<file path="config.mk">
export PLATFORM = sky130hd
export DESIGN_NAME = vector_append_pipe
export DESIGN_NICKNAME = d
export VERILOG_FILES = /design/src/rtl/vector_append_pkg.sv /design/src/rtl/pipe_stage.sv /design/src/rtl/vector_append_pipe.sv
export SDC_FILE = /design/constraint.sdc
export NUM_CORES = 1
export LEC_CHECK = 0
export ABC_CLOCK_PERIOD_IN_PS = 1550
export CORE_UTILIZATION = 41
export CTS_BUF_LIST = sky130_fd_sc_hd__clkbuf_16
export DETAILED_ROUTE_END_ITERATION = 12
export DONT_BUFFER_PORTS = 1
export GPL_ROUTABILITY_DRIVEN = 0
export REMOVE_ABC_BUFFERS = 1
export SLEW_MARGIN = 20
export SYNTH_ARGS = -nofsm -noshare
export SYNTH_HDL_FRONTEND = slang
export SYNTH_SLANG_ARGS = --single-unit
</file>
<file path="constraint.sdc">
create_clock -name clk -period 1.55 [get_ports clk]
set_input_delay 0.31 -clock clk [delete_from_list [all_inputs] [get_ports clk]]
set_output_delay 0.31 -clock clk [all_outputs]
set_load 0.02 [all_outputs]
</file>
<file path="src/rtl/vector_append_pkg.sv">
// Shared types and helpers for the vector append pipeline.
package vector_append_pkg;

    typedef enum logic [1:0] {
        MODE_APPEND  = 2'd0,
        MODE_REV_A   = 2'd1,
        MODE_REV_ALL = 2'd2,
        MODE_SWAP    = 2'd3
    } mode_e;

    // Output word width: selected A slice, pad and selected B slice, all W bits per element.
    function automatic int unsigned calc_ow(input int unsigned w, input int unsigned sel_a,
                                            input int unsigned pad, input int unsigned sel_b);
        return w * (sel_a + pad + sel_b);
    endfunction

endpackage

</file>
<file path="src/rtl/pipe_stage.sv">
// One elastic register stage: data, valid bit and the ready equation.
module pipe_stage #(
    parameter int unsigned DW = 8
) (
    input  logic          clk,
    input  logic          rst,
    input  logic          up_valid_i,
    input  logic [DW-1:0] up_data_i,
    input  logic          dn_ready_i,
    output logic          ready_o,
    output logic          valid_o,
    output logic [DW-1:0] data_o
);

    logic          valid_q, valid_d;
    logic [DW-1:0] data_q, data_d;

    // An empty stage, or one that drains this cycle, can take a new beat.
    assign ready_o = !valid_q || dn_ready_i;
    assign valid_o = valid_q;
    assign data_o  = data_q;

    // Next state: load from upstream when ready; data only moves with a valid beat.
    always_comb begin
        valid_d = valid_q;
        data_d  = data_q;
        if (ready_o) begin
            valid_d = up_valid_i;
            if (up_valid_i) begin
                data_d = up_data_i;
            end
        end
    end

    // Stage register with synchronous reset.
    always_ff @(posedge clk) begin
        if (rst) begin
            valid_q <= 1'b0;
            data_q  <= '0;
        end else begin
            valid_q <= valid_d;
            data_q  <= data_d;
        end
    end

endmodule

</file>
<file path="src/rtl/vector_append_pipe.sv">
// Slice/pad/reverse of two element vectors followed by a valid/ready register pipeline.
module vector_append_pipe
    import vector_append_pkg::*;
#(
    parameter int unsigned W      = 8,
    parameter int unsigned NA     = 8,
    parameter int unsigned NB     = 8,
    parameter int unsigned SEL_A  = 4,
    parameter int unsigned SEL_B  = 3,
    parameter int unsigned PAD    = 1,
    parameter int unsigned STAGES = 2,
    parameter int unsigned CNT_W  = 16
) (
    input  logic                                      clk,
    input  logic                                      rst,
    input  logic [W*NA-1:0]                           __in0,
    input  logic [W*NB-1:0]                           __in1,
    input  logic [1:0]                                mode,
    input  logic                                      in_valid,
    output logic                                      in_ready,
    output logic [calc_ow(W, SEL_A, PAD, SEL_B)-1:0]  __out0,
    output logic                                      out_valid,
    input  logic                                      out_ready,
    output logic [CNT_W-1:0]                          count
);

    localparam int unsigned NE = SEL_A + PAD + SEL_B;
    localparam int unsigned OW = calc_ow(W, SEL_A, PAD, SEL_B);

    if (SEL_A < 1 || SEL_A > NA) begin : g_err_sel_a
        $error("SEL_A must be in 1..NA");
    end
    if (SEL_B < 1 || SEL_B > NB) begin : g_err_sel_b
        $error("SEL_B must be in 1..NB");
    end
    if (STAGES < 1 || STAGES > 4) begin : g_err_stages
        $error("STAGES must be in 1..4");
    end

    mode_e                   mode_sel;
    logic [W-1:0]            base_el [NE];
    logic [W-1:0]            res_el  [NE];
    logic [OW-1:0]           in_word;
    logic [STAGES:0]         st_valid;
    logic [STAGES:0]         st_ready;
    logic [STAGES:0][OW-1:0] st_data;
    logic [CNT_W-1:0]        count_q, count_d;
    logic                    unused_in;

    assign mode_sel  = mode_e'(mode);
    // Elements outside the selected slices are intentionally dropped.
    assign unused_in = ^{__in0, __in1};

    // Mode-0 arrangement {SA, Z, SB}; element 0 is the least significant.
    always_comb begin
        for (int k = 0; k < NE; k++) begin
            base_el[k] = '0;
        end
        for (int j = 0; j < SEL_B; j++) begin
            base_el[j] = __in1[W*j +: W];
        end
        for (int j = 0; j < SEL_A; j++) begin
            base_el[SEL_B+PAD+j] = __in0[W*(NA-SEL_A+j) +: W];
        end
    end

    // Every other mode is a permutation of the mode-0 elements.
    always_comb begin
        for (int k = 0; k < NE; k++) begin
            res_el[k] = base_el[k];
        end
        unique case (mode_sel)
            MODE_APPEND: ;
            MODE_REV_A: begin
                for (int j = 0; j < SEL_A; j++) begin
                    res_el[SEL_B+PAD+j] = base_el[SEL_B+PAD+SEL_A-1-j];
                end
            end
            MODE_REV_ALL: begin
                for (int k = 0; k < NE; k++) begin
                    res_el[k] = base_el[NE-1-k];
                end
            end
            MODE_SWAP: begin
                for (int j = 0; j < SEL_A; j++) begin
                    res_el[j] = base_el[SEL_B+PAD+j];
                end
                for (int j = 0; j < PAD; j++) begin
                    res_el[SEL_A+j] = '0;
                end
                for (int j = 0; j < SEL_B; j++) begin
                    res_el[SEL_A+PAD+j] = base_el[j];
                end
            end
            default: ;
        endcase
    end

    // Pack result elements into the flat input word of stage 0.
    always_comb begin
        in_word = '0;
        for (int k = 0; k < NE; k++) begin
            in_word[W*k +: W] = res_el[k];
        end
    end

    assign st_valid[0]      = in_valid;
    assign st_data[0]       = in_word;
    assign st_ready[STAGES] = out_ready;

    for (genvar i = 0; i < STAGES; i++) begin : g_stage
        pipe_stage #(
            .DW (OW)
        ) u_stage (
            .clk        (clk),
            .rst        (rst),
            .up_valid_i (st_valid[i]),
            .up_data_i  (st_data[i]),
            .dn_ready_i (st_ready[i+1]),
            .ready_o    (st_ready[i]),
            .valid_o    (st_valid[i+1]),
            .data_o     (st_data[i+1])
        );
    end

    assign in_ready  = st_ready[0];
    assign out_valid = st_valid[STAGES];
    assign __out0    = st_data[STAGES];
    assign count     = count_q;

    // Accepted-beat counter, wraps naturally at 2^CNT_W.
    always_comb begin
        count_d = count_q;
        if (in_valid && in_ready) begin
            count_d = count_q + CNT_W'(1);
        end
    end

    // Counter register with synchronous reset.
    always_ff @(posedge clk) begin
        if (rst) begin
            count_q <= '0;
        end else begin
            count_q <= count_d;
        end
    end

endmodule

</file>
==> results.md <==
- The horizontal extent of the die is between 100 and 150 um.
- Summing over every cut layer, the via total after detailed routing is 5,142.
- The worst register-to-register path has a setup slack of 0.06 ns.
- Data on the critical path arrives at its endpoint at approximately 1.8 ns.
- Counting tap cells, the placed design contains a total of roughly 910 instances.
- The multi-input combinational cells in the finished layout cover a total of roughly 3100 um2.
- The detailed router used layers up to and including met4.
- After synthesis, the cell types taking the most area are sky130_fd_sc_hd__dfxtp_1 (46%), sky130_fd_sc_hd__nand2_1 (13%), sky130_fd_sc_hd__a21oi_1 (8.7%).
- The tree is rooted in a sky130_fd_sc_hd__clkbuf_16.
- After the first detailed-routing iteration, the DRC count stood at 290.
- In this run the worst path has a maximum fanout of 5.
- Clock-pin slew was measured on the worst setup and hold paths at 0.06 ns.
- For this run, the detailed router's first-pass iteration total came to 4.
- The routed length per placed instance is ~16 um.
- The diode insertion count for antenna repair is 0.
- The fraction of layout cells with a size suffix above 1 is 0.150.
- The layout has ~1,400 filler cells.
- In the routed design, unresolved DRC markers number 0.
- The number of port buffers is 0.
- The worst register-to-register path has a depth of 4.
- After global routing the overflow that remains totals 0.
- The TritonCTS buffer count is 17.
- The final cell count without fillers is between 900 and 1,000.
- The tightest min-delay check is of the primary input to flop type.
- Row generation in the floorplan step produced 44 rows.
- The sum of internal, switching and leakage power is about 0.0093 W.
- The number of hold buffers added after CTS was 2.
- The startpoint type of the worst setup path is a flop.
- The per-instance average area after synthesis is 8.36 um2.
- Counting flops and latches in the post-synthesis netlist gives 146.
- The number of H-tree branching levels is 4.
- The overall die height is around 130 um.
- The synthesis-to-layout area growth is 17.2%.
- The initial antenna violation count is 0.
- The peak clock frequency supported by timing is roughly 670 MHz.
- The routed design has ~15,000 um of wire.
- Setup repair after global routing could not meet its margin everywhere.
- The clock tree from TritonCTS is built.
- The met1 routed wirelength after detailed routing is around 6300 um.
- The clock passes through at most 2 buffers.
- The biggest area contributor in the post-synthesis netlist is sky130_fd_sc_hd__dfxtp_1.
- The count of maximum capacitance violations is 0.
- In this run the critical register-to-register path is launched from g_stage[1].u_stage.valid_o.
- The insertion delay to the later sink of the worst-skew pair is approximately 0.4 ns.
- The total area inside the core boundary comes to between 10,000 and 15,000 um2.
- The storage element area is slightly below 3000 um2.
- The number of vias per cell after detailed routing is roughly 5.4.
- The max-slew violation count came to 0.
- The die covers 15,900 um2.
- In the global route stage, overall resource usage came out at 0.187.
- The effective utilization at floorplan is 0.427.
- The number of distinct standard cells referenced by the synthesized netlist is 35.
- During I/O placement, the number of pins put on the boundary was between 200 and 250.
- Setup violations remaining at the end of the flow were counted as 0.
- Yosys printed 0 warnings.
- Clock skew on the completed layout was measured at about 0.0053 ns.
- The area after detailed placement is roughly 6600 um2.
- The smallest clock period supported by the final layout is computed as around 1.5 ns.
- The cell count after synthesis is 754.
- The final reports fail on negative hold slack.
- The number of hold-slack violations in the final timing report is 11.
- The area of the mapped netlist is between 6000 and 7000 um2.
- The via count of the first global-routing pass is just under 5,000.
- The remaining antenna violation count after routing is 0.
- The placed wire-length estimate after detailed placement is ~9500 um.
- The worst setup path is of the flop to flop kind.
- The sequential share of the synthesized area is 0.464.
- Summed over all nets, wire length on met3 after detailed routing comes to 956 um.
- The detailed route wirelength on metal2 is between 7000 and 8000 um.
- Final hold analysis gives a worst-case slack of -0.0269 ns.
- The final layout net count is a little under 900.
- The worst setup path is captured at a flop.
- At the pin with the least slew margin, the transition time is about 0.37 ns.
- The wire length of the first global-routing pass is ~24,000 um.
- The flow ran to the end, but the final reports show violations.
- The cell area after layout is ~7400 um2.
- The share of synthesized area in the top cell type comes to 0.464.
- For hold timing, the worst endpoint is g_stage[1].u_stage.data_o[32].
- The capture instance of the worst register-to-register path is count[13].
- The post-layout utilization of the core is 0.501.
- IR analysis of the VDD net gives a maximum drop of around 0.00073 V.
- The number of sinks driven by the clock tree is 146.
- In this run the static leakage power is about 2.8 nW.
- The critical hold path startpoint is rst.
- The power density over the cells is approximately 1300 nW/um2.
- The endpoint required time on the critical path is between 1.5 and 2 ns.
- Entering global routing, the biggest net connects 154 pins.
- The worst pin sits at a relative slew slack of 0.751.
- Of the available clock period, the critical path in the final layout requires 0.960.
- The hold-critical path depth is 1.
[registers in the layout, indices dropped and copies added (netlist names)]
signal and cells:
g_stage.u_stage.data_o 128, count 16, g_stage.u_stage.valid_o 2
[layer usage]
metal / vias up / global-route usage
met5: - / 0
met4: 0 / 0.0730
met3: 24 / 0.0633
met2: 141 / 0.320
met1: 2422 / 0.215
li1: 2555 / -
[Yosys cell counts]
cell,n
sky130_fd_sc_hd__nand2_1,215
sky130_fd_sc_hd__dfxtp_1,146
sky130_fd_sc_hd__a21oi_1,110
sky130_fd_sc_hd__nor2_1,56
sky130_fd_sc_hd__mux2i_1,40
sky130_fd_sc_hd__clkbuf_1,32
sky130_fd_sc_hd__o211ai_1,24
sky130_fd_sc_hd__nor3_1,18
sky130_fd_sc_hd__mux4_2,16
sky130_fd_sc_hd__buf_1,14
sky130_fd_sc_hd__nor2b_1,12
sky130_fd_sc_hd__buf_2,10
sky130_fd_sc_hd__o21ai_0,9
sky130_fd_sc_hd__or3_1,9
sky130_fd_sc_hd__xnor2_1,7
sky130_fd_sc_hd__buf_4,5
sky130_fd_sc_hd__nand2b_1,4
sky130_fd_sc_hd__a31o_2,3
sky130_fd_sc_hd__mux2_2,3
sky130_fd_sc_hd__nand3_1,3
sky130_fd_sc_hd__and2_1,2
sky130_fd_sc_hd__nor4_4,2
sky130_fd_sc_hd__nor4b_1,2
sky130_fd_sc_hd__and3_1,1
sky130_fd_sc_hd__and3b_4,1
sky130_fd_sc_hd__and4_1,1
sky130_fd_sc_hd__buf_6,1
sky130_fd_sc_hd__ha_1,1
sky130_fd_sc_hd__inv_1,1
sky130_fd_sc_hd__inv_2,1
sky130_fd_sc_hd__mux2_4,1
sky130_fd_sc_hd__nand3_2,1
sky130_fd_sc_hd__nand4_1,1
sky130_fd_sc_hd__nand4_2,1
sky130_fd_sc_hd__nor3b_1,1
[worst max-delay path by stage]
stage	end	slack, ns	start	depth (start not counted)
3_5_place_dp	count[13]	0.006	count[5]	4
6_report	count[13]	0.06	g_stage[1].u_stage.valid_o	4
4_1_cts	count[12]	0.007	g_stage[0].u_stage.valid_o	6
3_3_place_gp	count[11]	0.05	count[5]	4
5_1_grt	count[11]	-0.008	g_stage[1].u_stage.valid_o	4
2_1_floorplan	g_stage[0].u_stage.data_o[10]	-0.83	g_stage[1].u_stage.valid_o	5
[critical path, cell delays in order (launching register included)]
cell and delay (ns):
sky130_fd_sc_hd__dfxtp_2 0.32, sky130_fd_sc_hd__and3b_4 0.21, sky130_fd_sc_hd__nor4_4 0.41, sky130_fd_sc_hd__nand3_1 0.14, sky130_fd_sc_hd__mux2_2 0.29
[per-stage QoR]
step	setup TNS (ns)	hold slack [ns]	worst slack, ns
finish	0	-0.0269	0.0621
global route	-0.0193	-0.0478	-0.00823
CTS	0	-0.0539	0.00701
detailed placement	0	0.392	0.00583
global placement	0	0.389	0.0481
floorplan	-76.33	0.379	-0.835
[power breakdown]
part | switching, W | leakage (nW) | internal [W] | total [W]
clock | 0.00157 | 0.320 | 0.00301 | 0.00458
combinational | 0.000322 | 1.24 | 0.000339 | 0.000661
sequential | 0.000145 | 1.19 | 0.00392 | 0.00406
[cell type report]
cell class	instances	area share
Multi-Input combinational cell	544	0.425
Sequential cell	146	0.397
Clock buffer	17	0.0576
Timing Repair Buffer	42	0.0557
Clock inverter	15	0.0320
Tap cell	184	0.0312
Inverter	2	0.00135
[logic make-up after synthesis]
group,count (synthesis),share of synthesized area
adder cells (fa/ha/maj),1,0.00198
XOR/XNOR,7,0.00973
AND/OR/NAND/NOR,330,0.225
buffers and inverters,64,0.0443
multiplexers,60,0.128
flip-flops,146,0.464
AO/OA/AOI/OAI,146,0.127
[cells in the final DEF (no fill, tap or decap), types with 9 or more instances in the layout]
cell type | Yosys | final
sky130_fd_sc_hd__mux4_2 | 16 | 16
sky130_fd_sc_hd__dfxtp_1 | 146 | 138
sky130_fd_sc_hd__nor3_1 | 18 | 18
sky130_fd_sc_hd__clkbuf_16 | 0 | 17
sky130_fd_sc_hd__or3_1 | 9 | 9
sky130_fd_sc_hd__o211ai_1 | 24 | 24
sky130_fd_sc_hd__mux2i_1 | 40 | 40
sky130_fd_sc_hd__nor2b_1 | 12 | 12
sky130_fd_sc_hd__nand2_1 | 215 | 212
sky130_fd_sc_hd__nor2_1 | 56 | 55
sky130_fd_sc_hd__buf_4 | 5 | 32
sky130_fd_sc_hd__a21oi_1 | 110 | 110
sky130_fd_sc_hd__o21ai_0 | 9 | 9
[what timing repair did]
item / in CTS / in global routing
setup buffers: 2 / 6
endpoints found under the hold margin: 139 / 134
pin swaps: 2 / 4
resized for setup: 1 / 16
gates cloned: 0 / 0
endpoints found under the setup margin: 4 / 11
Power figures use the tool's default switching activity.
